### src/rtl/sensor_pkg.sv
`default_nettype none
// ============================================================================
// Module   : sensor_pkg
// Brief    : Shared sensor-word definitions for the debounce stage and the
//            priority-to-seven-segment decoder downstream of it.
// Revision : 1.0 - initial release
// ============================================================================
package sensor_pkg;

    localparam int SENSOR_W             = 8;
    localparam int DEFAULT_STABLE_TICKS = 16;

    typedef logic [SENSOR_W-1:0] sensor_word_t;

endpackage : sensor_pkg
`default_nettype wire

### src/rtl/debounce_bit.sv
`default_nettype none
// ============================================================================
// Module   : debounce_bit
// Brief    : One sensor line: two-flop synchroniser, stability counter and
//            debounced level flop. Reports the flip about to happen on this
//            edge and whether its next-state counter is idle.
//            SENSOR_DEBOUNCE_EN selects counter-based debouncing; without it
//            the level simply follows the synchronised line on sample ticks.
// Revision : 1.0 - initial release
// ============================================================================
import sensor_pkg::*;

module debounce_bit
`ifdef SENSOR_DEBOUNCE_EN
#(
    parameter int STABLE_TICKS = DEFAULT_STABLE_TICKS
)
`endif
(
    input  logic clk,
    input  logic rst_n,
    input  logic raw,
    input  logic sample_en,
    output logic level,
    output logic flip
`ifdef SENSOR_DEBOUNCE_EN
    ,
    output logic idle
`endif
);

    logic r_s1;
    logic r_s2;
    logic r_level;
    logic w_mismatch;
    logic w_flip;

    // Two-flop synchroniser, free-running regardless of sample_en
    always_ff @(posedge clk) begin
        if (!rst_n) begin
            r_s1 <= 1'b0;
            r_s2 <= 1'b0;
        end else begin
            r_s1 <= raw;
            r_s2 <= r_s1;
        end
    end

    assign w_mismatch = (r_s2 != r_level);

`ifdef SENSOR_DEBOUNCE_EN
    localparam int              CNT_W  = $clog2(STABLE_TICKS + 1);
    localparam logic [CNT_W-1:0] c_last = CNT_W'(STABLE_TICKS - 1);

    logic [CNT_W-1:0] r_cnt;
    logic [CNT_W-1:0] w_cnt_next;

    // Next counter value: clear on match, count on mismatch, accept at last tick
    always_comb begin
        w_cnt_next = r_cnt;
        w_flip     = 1'b0;
        if (sample_en) begin
            if (!w_mismatch) begin
                w_cnt_next = '0;
            end else if (r_cnt == c_last) begin
                w_cnt_next = '0;
                w_flip     = 1'b1;
            end else begin
                w_cnt_next = r_cnt + CNT_W'(1);
            end
        end
    end

    // Stability counter register
    always_ff @(posedge clk) begin
        if (!rst_n) begin
            r_cnt <= '0;
        end else begin
            r_cnt <= w_cnt_next;
        end
    end

    assign idle = (w_cnt_next == '0);
`else
    // Without debouncing every sampled difference is accepted immediately
    assign w_flip = sample_en & w_mismatch;
`endif

    // Debounced level: toggling on a flip means taking the synchronised value
    always_ff @(posedge clk) begin
        if (!rst_n) begin
            r_level <= 1'b0;
        end else if (w_flip) begin
            r_level <= r_s2;
        end
    end

    assign level = r_level;
    assign flip  = w_flip;

endmodule : debounce_bit
`default_nettype wire

### src/rtl/sensor_debounce.sv
`default_nettype none
// ============================================================================
// Module   : sensor_debounce
// Brief    : Input conditioning for the 8-line level-sensor word. Each line is
//            synchronised and debounced; a registered level word is produced
//            along with a one-cycle change pulse and a stability flag.
//            Build macro SENSOR_DEBOUNCE_EN enables the per-line counters;
//            when undefined the level tracks the synchronised lines and
//            stable is held at 1.
// Revision : 1.0 - initial release
// ============================================================================
import sensor_pkg::*;

module sensor_debounce #(
    parameter int WIDTH        = SENSOR_W,
    parameter int STABLE_TICKS = DEFAULT_STABLE_TICKS
) (
    input  logic             clk,
    input  logic             rst_n,
    input  logic [WIDTH-1:0] raw,
    input  logic             sample_en,
    output logic [WIDTH-1:0] level,
    output logic             changed,
    output logic             stable
);

    logic [WIDTH-1:0] w_level;
    logic [WIDTH-1:0] w_flip;
    logic             w_stable_next;
    logic             r_changed;
    logic             r_stable;

    for (genvar i = 0; i < WIDTH; i++) begin : g_line
`ifdef SENSOR_DEBOUNCE_EN
        logic w_idle;

        debounce_bit #(
            .STABLE_TICKS (STABLE_TICKS)
        ) u_bit (
            .clk       (clk),
            .rst_n     (rst_n),
            .raw       (raw[i]),
            .sample_en (sample_en),
            .level     (w_level[i]),
            .flip      (w_flip[i]),
            .idle      (w_idle)
        );
`else
        debounce_bit u_bit (
            .clk       (clk),
            .rst_n     (rst_n),
            .raw       (raw[i]),
            .sample_en (sample_en),
            .level     (w_level[i]),
            .flip      (w_flip[i])
        );
`endif
    end

`ifdef SENSOR_DEBOUNCE_EN
    logic [WIDTH-1:0] w_idle_vec;

    for (genvar j = 0; j < WIDTH; j++) begin : g_idle
        assign w_idle_vec[j] = g_line[j].w_idle;
    end

    // Stable only when nothing is pending and nothing is completing this edge
    assign w_stable_next = (&w_idle_vec) & ~(|w_flip);
`else
    // Stable has no meaning without counters
    assign w_stable_next = 1'b1;
    // Keep the unused tick count visibly consumed in this build
    logic w_unused_ticks;
    assign w_unused_ticks = (STABLE_TICKS == 0);
`endif

    // Register the change pulse and stability flag
    always_ff @(posedge clk) begin
        if (!rst_n) begin
            r_changed <= 1'b0;
            r_stable  <= 1'b1;
        end else begin
            r_changed <= |w_flip;
            r_stable  <= w_stable_next;
        end
    end

    assign level   = w_level;
    assign changed = r_changed;
    assign stable  = r_stable;

endmodule : sensor_debounce
`default_nettype wire
### config.mk
export PLATFORM = sky130hd
export DESIGN_NAME = sensor_debounce
export DESIGN_NICKNAME = d
export VERILOG_FILES = /design/src/rtl/sensor_pkg.sv /design/src/rtl/debounce_bit.sv /design/src/rtl/sensor_debounce.sv
export SDC_FILE = /design/constraint.sdc
export NUM_CORES = 1
export LEC_CHECK = 0
export CAP_MARGIN = 40
export CORE_MARGIN = 8
export CORE_UTILIZATION = 41
export DETAILED_ROUTE_END_ITERATION = 7
export HOLD_SLACK_MARGIN = 0.08
export PLACE_DENSITY = 0.78
export SYNTH_ARGS = -nofsm -noshare
export SYNTH_HDL_FRONTEND = slang
export SYNTH_SLANG_ARGS = --single-unit
### constraint.sdc
create_clock -name clk -period 1 [get_ports clk]
set_input_delay 0.2 -clock clk [delete_from_list [all_inputs] [get_ports clk]]
set_output_delay 0.2 -clock clk [all_outputs]
set_load 0.01 [all_outputs]
# ---- Word-level counts from Yosys, hierarchy flattened
# Cells that the tools add are included.
dict set report word_totals {
  reg_bits 25
  output_inout_bits 10
  word_cells 42
}
dict set report op_classes {
  eq_ne 8
  bitwise 8
  n_reduce_logical 1
}
# cell n
set ops {}
lappend ops {{1-bit bitwise AND} 8}
lappend ops {{1-bit != test} 8}
lappend ops {{8-bit OR reduction} 1}

# ---- Logic depth before layout (Yosys ltp)
# Gate-level depths: netlist of run 1.
dict set report logic_depth {
  depth_word 3
  depth_mapped 3
}

# ---- Hierarchy
# Synthesis of run 1 repeated with hierarchy kept, for this count alone.
dict set report hier_totals {
  hier_cells 78
  area_unflattened_um2 882.1
}
# module instances cells_per_inst area_per_inst_um2 seq_area_each_um2
set modules_own_cells {}
lappend modules_own_cells {debounce_bit 8 9 103.8 60.1}
lappend modules_own_cells {sensor_debounce 1 6 51.3 20.0}

# ---- Least setup slack after synthesis of run 1
# OpenSTA, ideal clock, no wires.
dict set report synth_timing {
  path_kind {reg2reg}
  startpoint {register g_line[1].u_bit.r_level}
  endpoint {register r_changed (netlist: changed)}
  setup_time_ns 0.125
  t_arrival_ns 0.792
  path_slack_ns 0.083
  stages_incl_launch_ff 4
  n_path_buf 0
  cell_sequence {dfxtp_1 > xor2_1 > nor4_2 > a21oi_1}
}
dict set report synth_via {
  elab_chain_cells 3
}
# item line_no
set synth_lines {}
lappend synth_lines {{start, declared} debounce_bit.sv:34} ;# logic r_level;
lappend synth_lines {{start signal, assigned} debounce_bit.sv:94} ;# r_level <= r_s2;
lappend synth_lines {{1-bit != test} debounce_bit.sv:49} ;# assign w_mismatch = (r_s2 != r_level);
lappend synth_lines {{1-bit bitwise AND} debounce_bit.sv:86} ;# assign w_flip = sample_en & w_mismatch;
lappend synth_lines {{8-bit OR reduction} sensor_debounce.sv:83} ;# r_changed <= |w_flip;
lappend synth_lines {{end signal, assigned} sensor_debounce.sv:83}
lappend synth_lines {{end, declared} sensor_debounce.sv:30} ;# logic r_changed;
# Every way passes these cells.
# A chain may end at the register's enable or synchronous reset.

# ---- Worst setup path in the final report of run 1
dict set report layout_timing {
  startpoint {register g_line[6].u_bit.r_level}
  endpoint {register r_changed (netlist: changed)}
}
dict set report layout_via {
  elab_chain_cells 3
}
# item line_no
set layout_lines {}
lappend layout_lines {{start, declared} debounce_bit.sv:34}
lappend layout_lines {{start signal, assigned} debounce_bit.sv:94}
lappend layout_lines {{1-bit != test} debounce_bit.sv:49}
lappend layout_lines {{1-bit bitwise AND} debounce_bit.sv:86}
lappend layout_lines {{8-bit OR reduction} sensor_debounce.sv:83}
# Every way passes these cells.

==> results of run 1 <==
[flip-flops by register name, summed over array words and instances (netlist names)]
name and count:
g_line.u_bit.level 8, g_line.u_bit.r_s1 8, g_line.u_bit.r_s2 8, changed 1
[layout make-up]
| class | instances | area (µm²) | area share (%) |
|---|---|---|---|
| clock buffer | 3 | 22.5 | 1.85 |
| clock inverter | 1 | 8.76 | 0.719 |
| timing repair buffer | 28 | 287 | 23.5 |
| tap | 28 | 35.0 | 2.87 |
| sequential | 25 | 513 | 42.1 |
| multi-input combinational | 45 | 353 | 29.0 |
[metal layers]
metal,vias to the layer above,share of wire [%],routed length (µm),GRT usage [%]
met1,247,41,544,8.04
li1,285,-,-,-
met3,0,8.1,109,5.12
met4,0,0,0,1.67
met2,17,51,686,12.8
met5,-,0,0,0
[logic make-up (layout without fill, tap and decap cells)]
| kind of cell | Yosys count | after routing |
|---|---|---|
| buffers and inverters | 12 | 32 |
| AND/OR/NAND/NOR | 27 | 27 |
| flip-flops | 25 | 25 |
| AO/OA/AOI/OAI | 1 | 1 |
| multiplexers | 8 | 8 |
| other | 1 | 1 |
| XOR/XNOR | 8 | 8 |
[worst max path at each step]
| stage | start | to | slack, ns |
|---|---|---|---|
| after floorplan | g_line[1].u_bit.level$_SDFFE_PN0P_ | changed$_SDFF_PN0_ | 0.08 |
| after global placement | sample_en | g_line[2].u_bit.level$_SDFFE_PN0P_ | -0.21 |
| after detailed placement | sample_en | g_line[2].u_bit.level$_SDFFE_PN0P_ | -0.24 |
| after CTS | g_line[6].u_bit.level$_SDFFE_PN0P_ | changed$_SDFF_PN0_ | -0.07 |
| after global routing | g_line[6].u_bit.level$_SDFFE_PN0P_ | changed$_SDFF_PN0_ | -0.1 |
| final | g_line[6].u_bit.level$_SDFFE_PN0P_ | changed$_SDFF_PN0_ | -0.06 |
[repair_timing]
| action | CTS | global route |
|---|---|---|
| hold buffers | 0 | 0 |
| resized for setup | 56 | 2 |
| pin swaps | 5 | 0 |
| gates cloned | 0 | 0 |
| setup buffers | 1 | 0 |
| setup endpoints to repair | 10 | 10 |
[worst max-delay path: stages, from the launching register on]
cell and delay, ns:
dfxtp_2 0.35, buf_6 0.12, xor2_2 0.14, nor4_2 0.25
a21oi_1 0.10
[power breakdown]
part	switching [mW]	internal [mW]
clock network	0.306	0.163
logic	0.0638	0.120
registers	0.0200	1.04
total	0.390	1.32
[placed cells by master, fill, tap and decap left out, drive strengths merged]
master | synthesis | layout
xor2 | 8 | 8
clkbuf | 1 | 3
nand2 | 1 | 1
clkdlybuf4s50 | 0 | 10
a21oi | 1 | 1
dfxtp | 25 | 25
mux2i | 8 | 8
conb | 1 | 1
nor2b | 8 | 8
buf | 11 | 18
inv | 0 | 1
nor4 | 2 | 2
and2 | 16 | 16
==> results.toml, run 1 <==
[run_status]
outcome = "finished, violations left"
violations = "negative setup slack"

[logic_synthesis]
syn_area_um2 = 922
syn_area_per_cell_um2 = 11.2
ys_seq_area_share_pct = 54.3
ys_top_cells_by_count = "25 x dfxtp_1, 16 x and2_1, 10 x buf_4"
netlist.area_leader.share_pct = 54.3
synthMuxAreaShare_pct = 8.68
synth_xor_area_share_pct = 7.60
yosysTopAreaCell = "dfxtp_1"
synth_compound_area_share_pct = 0.543
synth_top_family_by_area = "simple AND/OR/NAND/NOR gates"
synthTopCellsByArea = "dfxtp_1 54%, and2_1 11%, mux2i_1 8.7%"
synth_most_common_cell = "dfxtp_1"
synth_nets = 93
synth.distinct_cells = 12
synthArstFlopShare_pct = 0
synthCells = 82
synthAdderAreaFrac_pct = 0
synth-edff-count = 0
synthSimpleGateAreaFrac_pct = 19.4
synth_ff_type = "dfxtp_1"
yosys_warnings = 0
synth.ff_latch_count = 25

[timing]
timing.fmax_mhz = 943
holdWs_ns = 0.425
min_period_ns = 1.06
skew_ns = 0.00466
fin_crit_sh_pct = 106
setup-tns-final_ns = -0.0829
setup_violations = 3
setup_ws_ns = -0.0599
rsz0062_at_grt = "true"
finalMaxSlewViolations = 0
finalHoldViolations = 0

[clock_tree]
cts_buffers = 3
clk_pin_slew_ns = 0.14
cts_root_buf = "clkbuf_4"
h-tree-depth = 1
clock-sinks = 25
cts_buffer_depth = 2
clk_latency_ns = 0.32
cts_tree = "yes"

[route]
wl_per_cell_um = 10.3
vias_per_cell = 4.22
routed_wl_um = 1340
ant_nets = 0
drt_iter0_drc = 5
vias = 549
drc = 0
firstDrtPassIters = 2

[critical_path]
critPathLaunchType = "register"
crit_required_ns = 1.22
r2r-end = "changed$_SDFF_PN0_"
end_kind = "register"
crit_fanout = 2
arrival_ns = 1.28
timing.rr.start = "g_line[6].u_bit.level$_SDFFE_PN0P_"
worst-r2r-cell-count = 4
r2r_setup_slack_ns = -0.06
path_class = "register to register"

[hold_path]
min_path_type = "input pin to register"
worstHoldEndpoint = "g_line[4].u_bit.r_s1$_SDFF_PN0_"
min-delay-start = "raw[4]"
min_path_cells = 2

[layout]
fin_util_pct = 56.2
stdcell_area_um2 = 1220
num-nets-final = 114
drive_gt1_share_pct = 33.3
area_delta_synth_final_pct = 32.2
fin_cells = 130
antenna_cells = 0
fillers = 194

[placement]
pre_cts_ws_ns = -0.235
io_buffers = 19
dp_hpwl_um = 991
gp_congestion = 0.784
place_inst = 125
place_area_um2 = 1140

[floorplan]
core_area_um2 = 2170
chipWidth_um = 63.4
rows = 17
pin_count = 21
die_height_um = 63.4
start_util_pct = 42.5
die_area_um2 = 4020

[power]
p_per_area_nw_per_um2 = 1400
p_leak_nw = 0.553
peakVddDrop_v = 0.00123
total_power_mw = 1.71

[global_route]
grt_overflow = 0
antenna_found_initial = 0
grtUsageTotal_pct = 7.76
grt_pass1_wl_um = 2540
grt_max_degree = 17
grt_pass1_vias = 612

[flow_run]
cap_violations = 0
(Power assumes the default switching activity.)
==> run 2: changes to the inputs <==
--- a/config.mk
+++ b/config.mk
@@ -8,6 +8,7 @@
 export CAP_MARGIN = 40
 export CORE_MARGIN = 8
 export CORE_UTILIZATION = 41
+export CTS_BUF_LIST = sky130_fd_sc_hd__clkbuf_8 sky130_fd_sc_hd__clkbuf_16
 export DETAILED_ROUTE_END_ITERATION = 7
 export HOLD_SLACK_MARGIN = 0.08
 export PLACE_DENSITY = 0.78
==> run 2 against run 1 <==
The flow now finishes without violations. Critical path depth fell by 1. Clock-buffer cell count unchanged. Die area did not move. Largest cell class unchanged. Highest routed layer is now met4.
==> results.toml, run 2 (same netlist as run 1, synthesis figures left out) <==
[route]
vias_per_cell = 4.19
vias = 528
drt_iter0_drc = 9
routed_wl_um = 1300
wl_per_cell_um = 10.3
firstDrtPassIters = 4
ant_nets = 0
drc = 0

[power]
p_int_mw = 1.43
p_sw_mw = 0.402
clkPwrFrac_pct = 33.5
peakVddDrop_v = 0.00156
p_per_area_nw_per_um2 = 1620
p_comb_share_pct = 9.0
power_frac_seq_pct = 57.5
p_leak_nw = 0.533
swShare_pct = 21.9

[critical_path]
critical_path_buf_inv_count = 0
startpoint = "g_line[0].u_bit.level$_SDFFE_PN0P_"
arrival_ns = 1.14
end_kind = "register"
timing.rr.start = "g_line[0].u_bit.level$_SDFFE_PN0P_"
critPathLaunchType = "register"
crit_chain = "xor2_1 -> nor4_2 -> a21oi_1"
crit_required_ns = 1.16
crit_fanout = 3
path_class = "register to register"
critPathMaxStageDelay_ns = 0.34
crit_family = "flip-flops"
crit_slowest_cell = "dfxtp_2"

[global_route]
antenna_found_initial = 0
grt_overflow = 0
grt_pass1_wl_um = 2430
grtUsageTotal_pct = 7.43
grt_max_degree = 17
grt_pass1_vias = 574

[placement]
dp_hpwl_um = 991
place_area_um2 = 1140
gp_congestion = 0.784
io_buffers = 19

[clock_tree]
clk_latency_ns = 0.27
cts_root_buf = "clkbuf_8"
cts_tree = "yes"
cts_buffer_depth = 2
cts_buffers = 3
h-tree-depth = 1
clk_pin_slew_ns = 0.09
clock-sinks = 25

[floorplan]
start_util_pct = 42.5
die_area_um2 = 4020
chipWidth_um = 63.4
rows = 17
die_height_um = 63.4
core_area_um2 = 2170
pin_count = 21

[timing]
rsz0062_at_grt = "true"
setup_violations = 0
finalMaxSlewViolations = 0
fin_crit_sh_pct = 97.7
timing.fmax_mhz = 1020
min_period_ns = 0.977
finalHoldViolations = 0
setup-tns-final_ns = 0
skew_ns = 0.00491

[layout]
area_delta_synth_final_pct = 23.1
drive_gt1_share_pct = 28.6
fillers = 196
num-nets-final = 110
antenna_cells = 0
mostFrequentLayoutCells = "17 x dfxtp_1, 16 x and2_1, 10 x clkdlybuf4s50_1"
stdcell_area_um2 = 1130
final_common_cell = "dfxtp_1"

[run_status]
outcome = "complete, no violations"

[hold_path]
min_path_type = "register to register"
min-delay-start = "g_line[0].u_bit.r_s1$_SDFF_PN0_"

[flow_run]
cap_violations = 0
## run 2: what timing repair did
| action | 4_1_cts | 5_1_grt |
|---|---|---|
| pin swaps | 3 | 0 |
| gates resized for setup | 44 | 1 |
| setup endpoints to repair | 10 | 3 |
| cloned | 0 | 0 |
| buffers inserted | 0 | 0 |
| hold buffers | 0 | 0 |
## run 2: layout make-up
| class | instances | area (µm²) | area share [%] |
|---|---|---|---|
| clock buffer | 3 | 41.3 | 3.64 |
| clock inverter | 1 | 8.76 | 0.772 |
| multi-input combinational | 45 | 338 | 29.8 |
| sequential | 25 | 510 | 45.0 |
| tap | 28 | 35.0 | 3.09 |
| timing repair buffer | 24 | 201 | 17.8 |
## run 2: per-stage QoR
stage	utilization (%)	setup slack [ns]	std cells	hold slack, ns	power [mW]
floorplan	-	0.0827	82	0.322	1.18
global placement	52.4	-0.208	125	0.416	1.25
detailed placement	52.4	-0.235	125	0.417	1.26
CTS	52.0	0.0103	126	0.438	1.85
global route	52.3	-0.0303	126	0.461	1.93
finish	52.3	0.0234	126	0.438	1.84
## run 2: worst register-to-register path, delay by kind of cell, from the launching register on
family	cells	cell delay (ns)
compound gates	1	0.09
xor+xnor	1	0.16
flops	1	0.34
simple gates	1	0.27
## run 2: power by group through the flow
| stage | clock network (mW) | registers, mW | logic [mW] |
|---|---|---|---|
| 3_3_place_gp | 0 | 1.08 | 0.177 |
| 3_5_place_dp | 0 | 1.08 | 0.181 |
| 5_1_grt | 0.686 | 1.06 | 0.181 |
| 2_1_floorplan | 0 | 1.08 | 0.102 |
| 4_1_cts | 0.629 | 1.06 | 0.166 |
| 6_report | 0.616 | 1.06 | 0.165 |
## run 2: metal layers
metal  part of all wire (%)  track usage, %
met5                      0               0
met4                   0.93            1.67
met2                     47            11.4
met3                    9.1            5.30
met1                     43            8.13
## run 2: path summary, 6_finish.rpt
| kind | end | slack (ns) | depth (start not counted) |
|---|---|---|---|
| setup / recovery | changed$_SDFF_PN0_ | 0.02 | 3 |
| hold / removal | g_line[0].u_bit.r_s2$_SDFF_PN0_ | 0.44 | 1 |
| hold reg to reg | g_line[0].u_bit.r_s2$_SDFF_PN0_ | 0.44 | 1 |
| setup reg to reg | changed$_SDFF_PN0_ | 0.02 | 3 |
